## src/rtl/lm32_tlb_ctrl.sv

```systemverilog
// Direct-mapped translation controller for the lm32 dual-port entry RAM.
// Issues lookups, compares returned tags, and owns the write port for refill, invalidate and flush.
module lm32_tlb_ctrl #(
  parameter int vpn_width   = 20,
  parameter int index_width = 10,
  parameter int ppn_width   = 20,
  localparam int tag_width  = vpn_width - index_width,
  localparam int ew         = 1 + tag_width + ppn_width
) (
  input  logic                   clk_i,
  input  logic                   rst_i,
  input  logic                   lookup_stb_i,
  input  logic [vpn_width-1:0]   lookup_vpn_i,
  input  logic                   upd_stb_i,
  input  logic [vpn_width-1:0]   upd_vpn_i,
  input  logic [ppn_width-1:0]   upd_ppn_i,
  input  logic                   inv_stb_i,
  input  logic [vpn_width-1:0]   inv_vpn_i,
  input  logic                   flush_stb_i,
  output logic                   busy_o,
  output logic                   lookup_done_o,
  output logic                   hit_o,
  output logic [ppn_width-1:0]   ppn_o,
  output logic [31:0]            hit_cnt_o,
  output logic [31:0]            miss_cnt_o,
  output logic                   ram_we_o,
  output logic [index_width-1:0] ram_waddr_o,
  output logic [ew-1:0]          ram_wdata_o,
  output logic [index_width-1:0] ram_raddr_o,
  input  logic [ew-1:0]          ram_rdata_i
);

  typedef enum logic {FLUSH, RUN} state_e;

  state_e                 state_q, state_d;
  logic [index_width-1:0] sweep_q, sweep_d;

  logic                   we_c;
  logic [index_width-1:0] waddr_c;
  logic [ew-1:0]          wdata_c;
  logic [index_width-1:0] raddr_c;
  logic                   clr_cnt_c;

  logic                   s1_valid_q, s1_valid_d;
  logic [tag_width-1:0]   s1_tag_q, s1_tag_d;
  logic                   s1_fwd_q, s1_fwd_d;
  logic [ew-1:0]          s1_fwd_data_q, s1_fwd_data_d;

  logic                   done_q;
  logic                   hit_q, hit_d;
  logic [ppn_width-1:0]   ppn_q, ppn_d;
  logic [31:0]            hit_cnt_q, hit_cnt_d;
  logic [31:0]            miss_cnt_q, miss_cnt_d;
  logic [31:0]            hit_base, miss_base;

  logic [index_width-1:0] lookup_idx, upd_idx, inv_idx;
  logic [ew-1:0]          s1_entry;
  logic                   s1_hit;
  logic                   unused_inv_tag;

  assign lookup_idx     = lookup_vpn_i[index_width-1:0];
  assign upd_idx        = upd_vpn_i[index_width-1:0];
  assign inv_idx        = inv_vpn_i[index_width-1:0];
  assign unused_inv_tag = ^inv_vpn_i[vpn_width-1:index_width];

  always_comb begin
    state_d   = state_q;
    sweep_d   = sweep_q;
    we_c      = 1'b0;
    waddr_c   = '0;
    wdata_c   = '0;
    raddr_c   = '0;
    clr_cnt_c = 1'b0;
    case (state_q)
      FLUSH: begin
        we_c    = 1'b1;
        waddr_c = sweep_q;
        sweep_d = sweep_q + index_width'(1);
        if (sweep_q == '1) state_d = RUN;
      end
      RUN: begin
        raddr_c = lookup_idx;
        // Flush outranks invalidate, which outranks refill; only one write per cycle.
        if (flush_stb_i) begin
          state_d   = FLUSH;
          sweep_d   = '0;
          clr_cnt_c = 1'b1;
        end else if (inv_stb_i) begin
          we_c    = 1'b1;
          waddr_c = inv_idx;
        end else if (upd_stb_i) begin
          we_c    = 1'b1;
          waddr_c = upd_idx;
          wdata_c = {1'b1, upd_vpn_i[vpn_width-1:index_width], upd_ppn_i};
        end
      end
      default: state_d = FLUSH;
    endcase
  end

  assign busy_o      = (state_q == FLUSH);
  assign ram_we_o    = we_c && !rst_i;
  assign ram_waddr_o = rst_i ? '0 : waddr_c;
  assign ram_wdata_o = rst_i ? '0 : wdata_c;
  assign ram_raddr_o = rst_i ? '0 : raddr_c;

  // The RAM returns old data on a same-cycle read/write collision, so such a write is forwarded.
  always_comb begin
    s1_valid_d    = (state_q == RUN) && lookup_stb_i;
    s1_tag_d      = lookup_vpn_i[vpn_width-1:index_width];
    s1_fwd_d      = s1_valid_d && we_c && (waddr_c == lookup_idx);
    s1_fwd_data_d = wdata_c;
  end

  assign s1_entry = s1_fwd_q ? s1_fwd_data_q : ram_rdata_i;
  assign s1_hit   = s1_entry[ew-1] && (s1_entry[ew-2:ppn_width] == s1_tag_q);

  always_comb begin
    hit_d      = s1_valid_q && s1_hit;
    ppn_d      = (s1_valid_q && s1_hit) ? s1_entry[ppn_width-1:0] : '0;
    hit_base   = clr_cnt_c ? '0 : hit_cnt_q;
    miss_base  = clr_cnt_c ? '0 : miss_cnt_q;
    hit_cnt_d  = hit_base;
    miss_cnt_d = miss_base;
    if (s1_valid_q && s1_hit && (hit_base != '1)) hit_cnt_d = hit_base + 32'd1;
    if (s1_valid_q && !s1_hit && (miss_base != '1)) miss_cnt_d = miss_base + 32'd1;
  end

  always_ff @(posedge clk_i) begin
    if (rst_i) begin
      state_q       <= FLUSH;
      sweep_q       <= '0;
      s1_valid_q    <= 1'b0;
      s1_tag_q      <= '0;
      s1_fwd_q      <= 1'b0;
      s1_fwd_data_q <= '0;
      done_q        <= 1'b0;
      hit_q         <= 1'b0;
      ppn_q         <= '0;
      hit_cnt_q     <= '0;
      miss_cnt_q    <= '0;
    end else begin
      state_q       <= state_d;
      sweep_q       <= sweep_d;
      s1_valid_q    <= s1_valid_d;
      s1_tag_q      <= s1_tag_d;
      s1_fwd_q      <= s1_fwd_d;
      s1_fwd_data_q <= s1_fwd_data_d;
      done_q        <= s1_valid_q;
      hit_q         <= hit_d;
      ppn_q         <= ppn_d;
      hit_cnt_q     <= hit_cnt_d;
      miss_cnt_q    <= miss_cnt_d;
    end
  end

  assign lookup_done_o = done_q;
  assign hit_o         = hit_q;
  assign ppn_o         = ppn_q;
  assign hit_cnt_o     = hit_cnt_q;
  assign miss_cnt_o    = miss_cnt_q;

endmodule

```

## config.mk

```make
export PLATFORM = sky130hd
export DESIGN_NAME = lm32_tlb_ctrl
export DESIGN_NICKNAME = d
export VERILOG_FILES = /design/src/rtl/lm32_tlb_ctrl.sv
export SDC_FILE = /design/constraint.sdc
export NUM_CORES = 1
export LEC_CHECK = 0
export ABC_CLOCK_PERIOD_IN_PS = 9800
export CAP_MARGIN = 5
export CORE_ASPECT_RATIO = 1.75
export CORE_MARGIN = 10
export CORE_UTILIZATION = 48
export DETAILED_ROUTE_END_ITERATION = 8
export PLACE_DENSITY = 0.87
export SYNTH_ARGS = -nofsm -noshare
export SYNTH_HDL_FRONTEND = slang
export SYNTH_SLANG_ARGS = --single-unit
```

## constraint.sdc

```tcl
create_clock -name clk_i -period 9.8 [get_ports clk_i]
set_input_delay 1.96 -clock clk_i [delete_from_list [all_inputs] [get_ports clk_i]]
set_output_delay 1.96 -clock clk_i [all_outputs]
set_load 0.02 [all_outputs]
```

; ---- After elaboration in Yosys (flattened, before gate mapping)
; Cells that the tools add are included.
[totals]
regBits = 140
out_inout_bits = 139
[classes]
add_sub_neg = 3
eq_ne = 6
n_mux = 28
bitwise_logic = 2
n_reduce_logical = 12
[ops]
columns = op, n
row1 = $mux W31, 6
row2 = $mux W32, 4
row3 = $mux W10, 7
row4 = $add A32 B1 Y32 const B, 2
row5 = $ne A32 B32 Y1 const B, 2
row6 = $pmux W10 S2, 2
row7 = $eq A10 B10 Y1, 2
row8 = $add A10 B1 Y10 const B, 1
row9 = $eq A10 B10 Y1 const B, 1
row10 = $logic_and A1 B1 Y1, 9
row11 = $mux W1, 7
row12 = $pmux W1 S2, 2
row13 = $logic_not A1 Y1, 2
row14 = $ne A2 B2 Y1 const B, 1
row15 = $not A1 Y1, 2
row16 = $reduce_or A2 Y1, 1

; ---- Logic depth before layout (Yosys ltp)
[depth]
depth_word = 7
mapped_depth = 14
mapped_depth_nobuf = 9

; ---- Worst setup path after synthesis
; No wires, ideal clock.
[synth_path]
path_type = input to output
start = input flush_stb_i
end = output ram_wdata_o[21]
t_arrival_ns = 3.430
setup_slack_ns = 4.410
cell_stages = 6
n_path_buf = 3
path_cell_list = buf_2 > nor4bb_1 > buf_2 > nor2b_1 > clkbuf_1 > and2_1
[synth_between]
elab_chain_len = 3
[synth_rtl]
columns = item, line
row1 = start: declaration, 19  ; input logic flush_stb_i,
row2 = $mux W31, 84  ; if (flush_stb_i) begin
row3 = $mux W31, 74  ; case (state_q)
row4 = $mux W31, -
row5 = end: declaration, 28  ; output logic [ew-1:0] ram_wdata_o,
; Every way passes these cells.

; ---- Worst setup path after layout
[layout_path]
start = input flush_stb_i
end = output ram_wdata_o[14]
; Same word-level chain as after synthesis.

==> results.toml <==
[outcome]
run_status = "completed"

[logic_synthesis]
yosys_register_bits = 140
synth.cell_area_sq_um = 6655
post_synthesis_average_cell_area_sq_um = 8.632
yosysWarnings = 0
synth_edf_count = 0
synth_seq_area_share = 0.4211
synth_ff_type = "dfxtp_1"
post_synth_inst_count = 771
post_syn_nets = 891
postSynth.asyncResetShare = 0
ys_types = 53

[sta]
final-max-slew-violation-count = 0
slew_headroom = 0.1875
finalHoldViolations = 0
postLayoutSetupSlackWorst_ns = 2.959
grt_setup_unrepaired = "no"
post-route-period-util = 0.6980
timing.setup.tns_ns = 0
max_slew.worst_pin.slew_ns = 1.213
worst_case_clock_skew_ns = 0.009923
setup_viol_count_final = 0
fin_hold_ws_ns = 0.4637
max_freq_mhz = 146.2
post-route-min-period_ns = 6.841

[floorplanning]
die-area_sq_um = 19160
floorplan.initialDensity = 0.4921
coreArea_sq_um = 13520
placementRows = 56
pin_count = 256
die_width_um = 109.0
chipHeight_um = 175.8

[layout]
multi_input_area_sq_um = 3610
final_core_util = 0.7261
post_layout_nonfiller_instances = 1180
nFillCells = 1052
area.growth.synth_to_final_pct = 47.55
antenna_cells = 0
final_cell_area_sq_um = 9819
final-seq-area_sq_um = 2804
finish.net_count = 1115
most-common-layout-cells = "clkdlybuf4s50_1, dfxtp_1, nor2_1"
layout_commonest_cell = "clkdlybuf4s50_1"
drive_gt1_frac = 0.06362

[worst_setup_path]
critical_path_buf_inv_count = 3
path_class = "input port to output pin"
critical_path_arrival_ns = 4.88
worst_ep_required_time_ns = 7.84
endpoint_kind = "output pin"
regToRegEndpoint = "miss_cnt_o[18]$_SDFF_PP0_"
timing.critical_path.slowest_stage_cell = "nor2b_2"
reg_to_reg_startpoint = "state_q$_SDFF_PP0_"
critical_path.top_delay_family = "simple AND/OR/NAND/NOR gates"
most_frequent_cell_on_critical_path = "clkdlybuf4s50_1"
crit_fanout = 32
ordered_cell_list_for_the_critical_path = "clkdlybuf4s50_1, buf_4, nor4bb_1, nor2b_2, and2_1, clkdlybuf4s50_1"
longest_individual_stage_delay_on_the_worst_path_ns = 1.02
r2r_setup_slack_ns = 5.78
worst-r2r-cell-count = 11
worstSetupStartpointType = "input port"

[min_path]
hold_path_class = "flop to flop"
timing.hold.worst.start = "s1_fwd_data_q[6]$_DFF_P_"
count_of_cells_along_the_worst_hold_path = 2
destination_of_the_worst_hold_path = "ppn_o[6]$_SDFF_PP0_"

[pwr]
vdd_drop_max_uv = 122.3
design_power_total_mw = 1.360
powerDensity_nw_per_um2 = 138.5
leakagePower_nw = 3.341

[clocking]
worstSkewPairLatency_ns = 0.41
post_cts.repair.setup_buffers = 0
cts_root_buffer = "clkbuf_16"
cts.hold.buffers_added = 0
clock_sink_count = 140
tritoncts_clock_tree = "done"
cts_buffers = 17
ctsHtreeMaxLevel = 4
max-clock-path-buffers = 2
cts_resized = 0
path_clk_slew_ns = 0.06

[global_route]
number_of_antenna_violations_at_the_first_check_in_global_routing = 0
pin_count_of_the_biggest_net_entering_global_routing = 70
grtUsageTotal = 0.2357
first_global_vias = 6885
globalRoute.totalOverflow = 0
first_pass_grt_wire_length_um = 36000

[drt]
routed_via_count = 6855
finalWirelength_um = 23030
wl_per_cell_um = 19.51
post-route-drc-count = 0
first_pass_iters = 5
ant_nets = 0
detail_route.vias_per_cell = 5.809
first_iter_violations = 437

[placement]
setup_ws_pre_cts_ns = 2.989
detailed_place.area_sq_um = 9180
buffer_ports.inserted = 245
final_weighted_congestion_in_routability_driven_placement = 0.8663
dp_hpwl_um = 17380
dp_cells = 1150

[flow_run]
maxCapViolCount = 0
registers in the layout, summed over array words and instances, names as in the netlist:
name and cells:
s1_fwd_q 1, s1_tag_q 10, hit_cnt_o 32, state_q 1
hit_o 1, lookup_done_o 1, ppn_o 20, s1_valid_q 1
miss_cnt_o 32, sweep_q 10, s1_fwd_data_q 31
synth_stat cells (all sizes together), types with 18 or more instances:
cell type  count  area [sq um]
a21oi         56         280.3
and2          51         319.1
buf           19         103.9
clkbuf        30         112.6
dfxtp        140          2803
mux2i         33         330.3
nand2         49         183.9
nand3         44         220.2
nand4         34         219.0
nor2          63         236.5
o21ai         27         135.1
or3           27         168.9
or4           18         135.1
per-layer routing:
layer	up-vias	track usage	share of wire
met2	308	0.4229	0.51
met1	3221	0.2312	0.35
met4	0	0.1159	0.041
met5	-	0	0
li1	3271	-	-
met3	55	0.07955	0.090
area by class of cell:
cell class / count / share of cell area
sequential: 140 / 0.2856
clock inverter: 13 / 0.02179
timing repair buffer: 254 / 0.2561
clock buffer: 17 / 0.04332
inverter: 9 / 0.003440
tap: 174 / 0.02217
multi-input combinational: 573 / 0.3676
report_power, final:
part / internal (mW) / total, mW / switching (mW)
registers: 0.572 / 0.575 / 0.00241
logic: 0.0494 / 0.0783 / 0.0289
clock network: 0.452 / 0.706 / 0.255
how the worst max path moves through the flow:
stage	startpoint	end	slack, ns	cells past startpoint
5_1_grt	flush_stb_i	ram_wdata_o[1]	2.73	6
2_1_floorplan	flush_stb_i	ram_wdata_o[21]	4.41	6
3_5_place_dp	flush_stb_i	ram_wdata_o[1]	2.99	6
4_1_cts	flush_stb_i	ram_wdata_o[14]	2.98	6
6_report	flush_stb_i	ram_wdata_o[14]	2.96	6
3_3_place_gp	flush_stb_i	ram_wdata_o[1]	3.02	6
cells by family (layout without fill, tap and decap cells):
kind of cell / after synthesis / in the layout / share of synthesized area
xor+xnor: 22 / 22 / 0.02895
compound gates: 156 / 156 / 0.1555
fa+ha+maj: 3 / 3 / 0.005641
mux: 36 / 36 / 0.05471
flops: 140 / 140 / 0.4211
buf+inv: 58 / 293 / 0.03760
simple gates: 356 / 356 / 0.2965
tightest hold or removal path, delay by kind of cell (launching register included):
family,cells,cell delay (ns)
flops,1,0.30
simple gates,1,0.07
mux,1,0.06
Note: power is estimated with default switching activity, not from simulation.
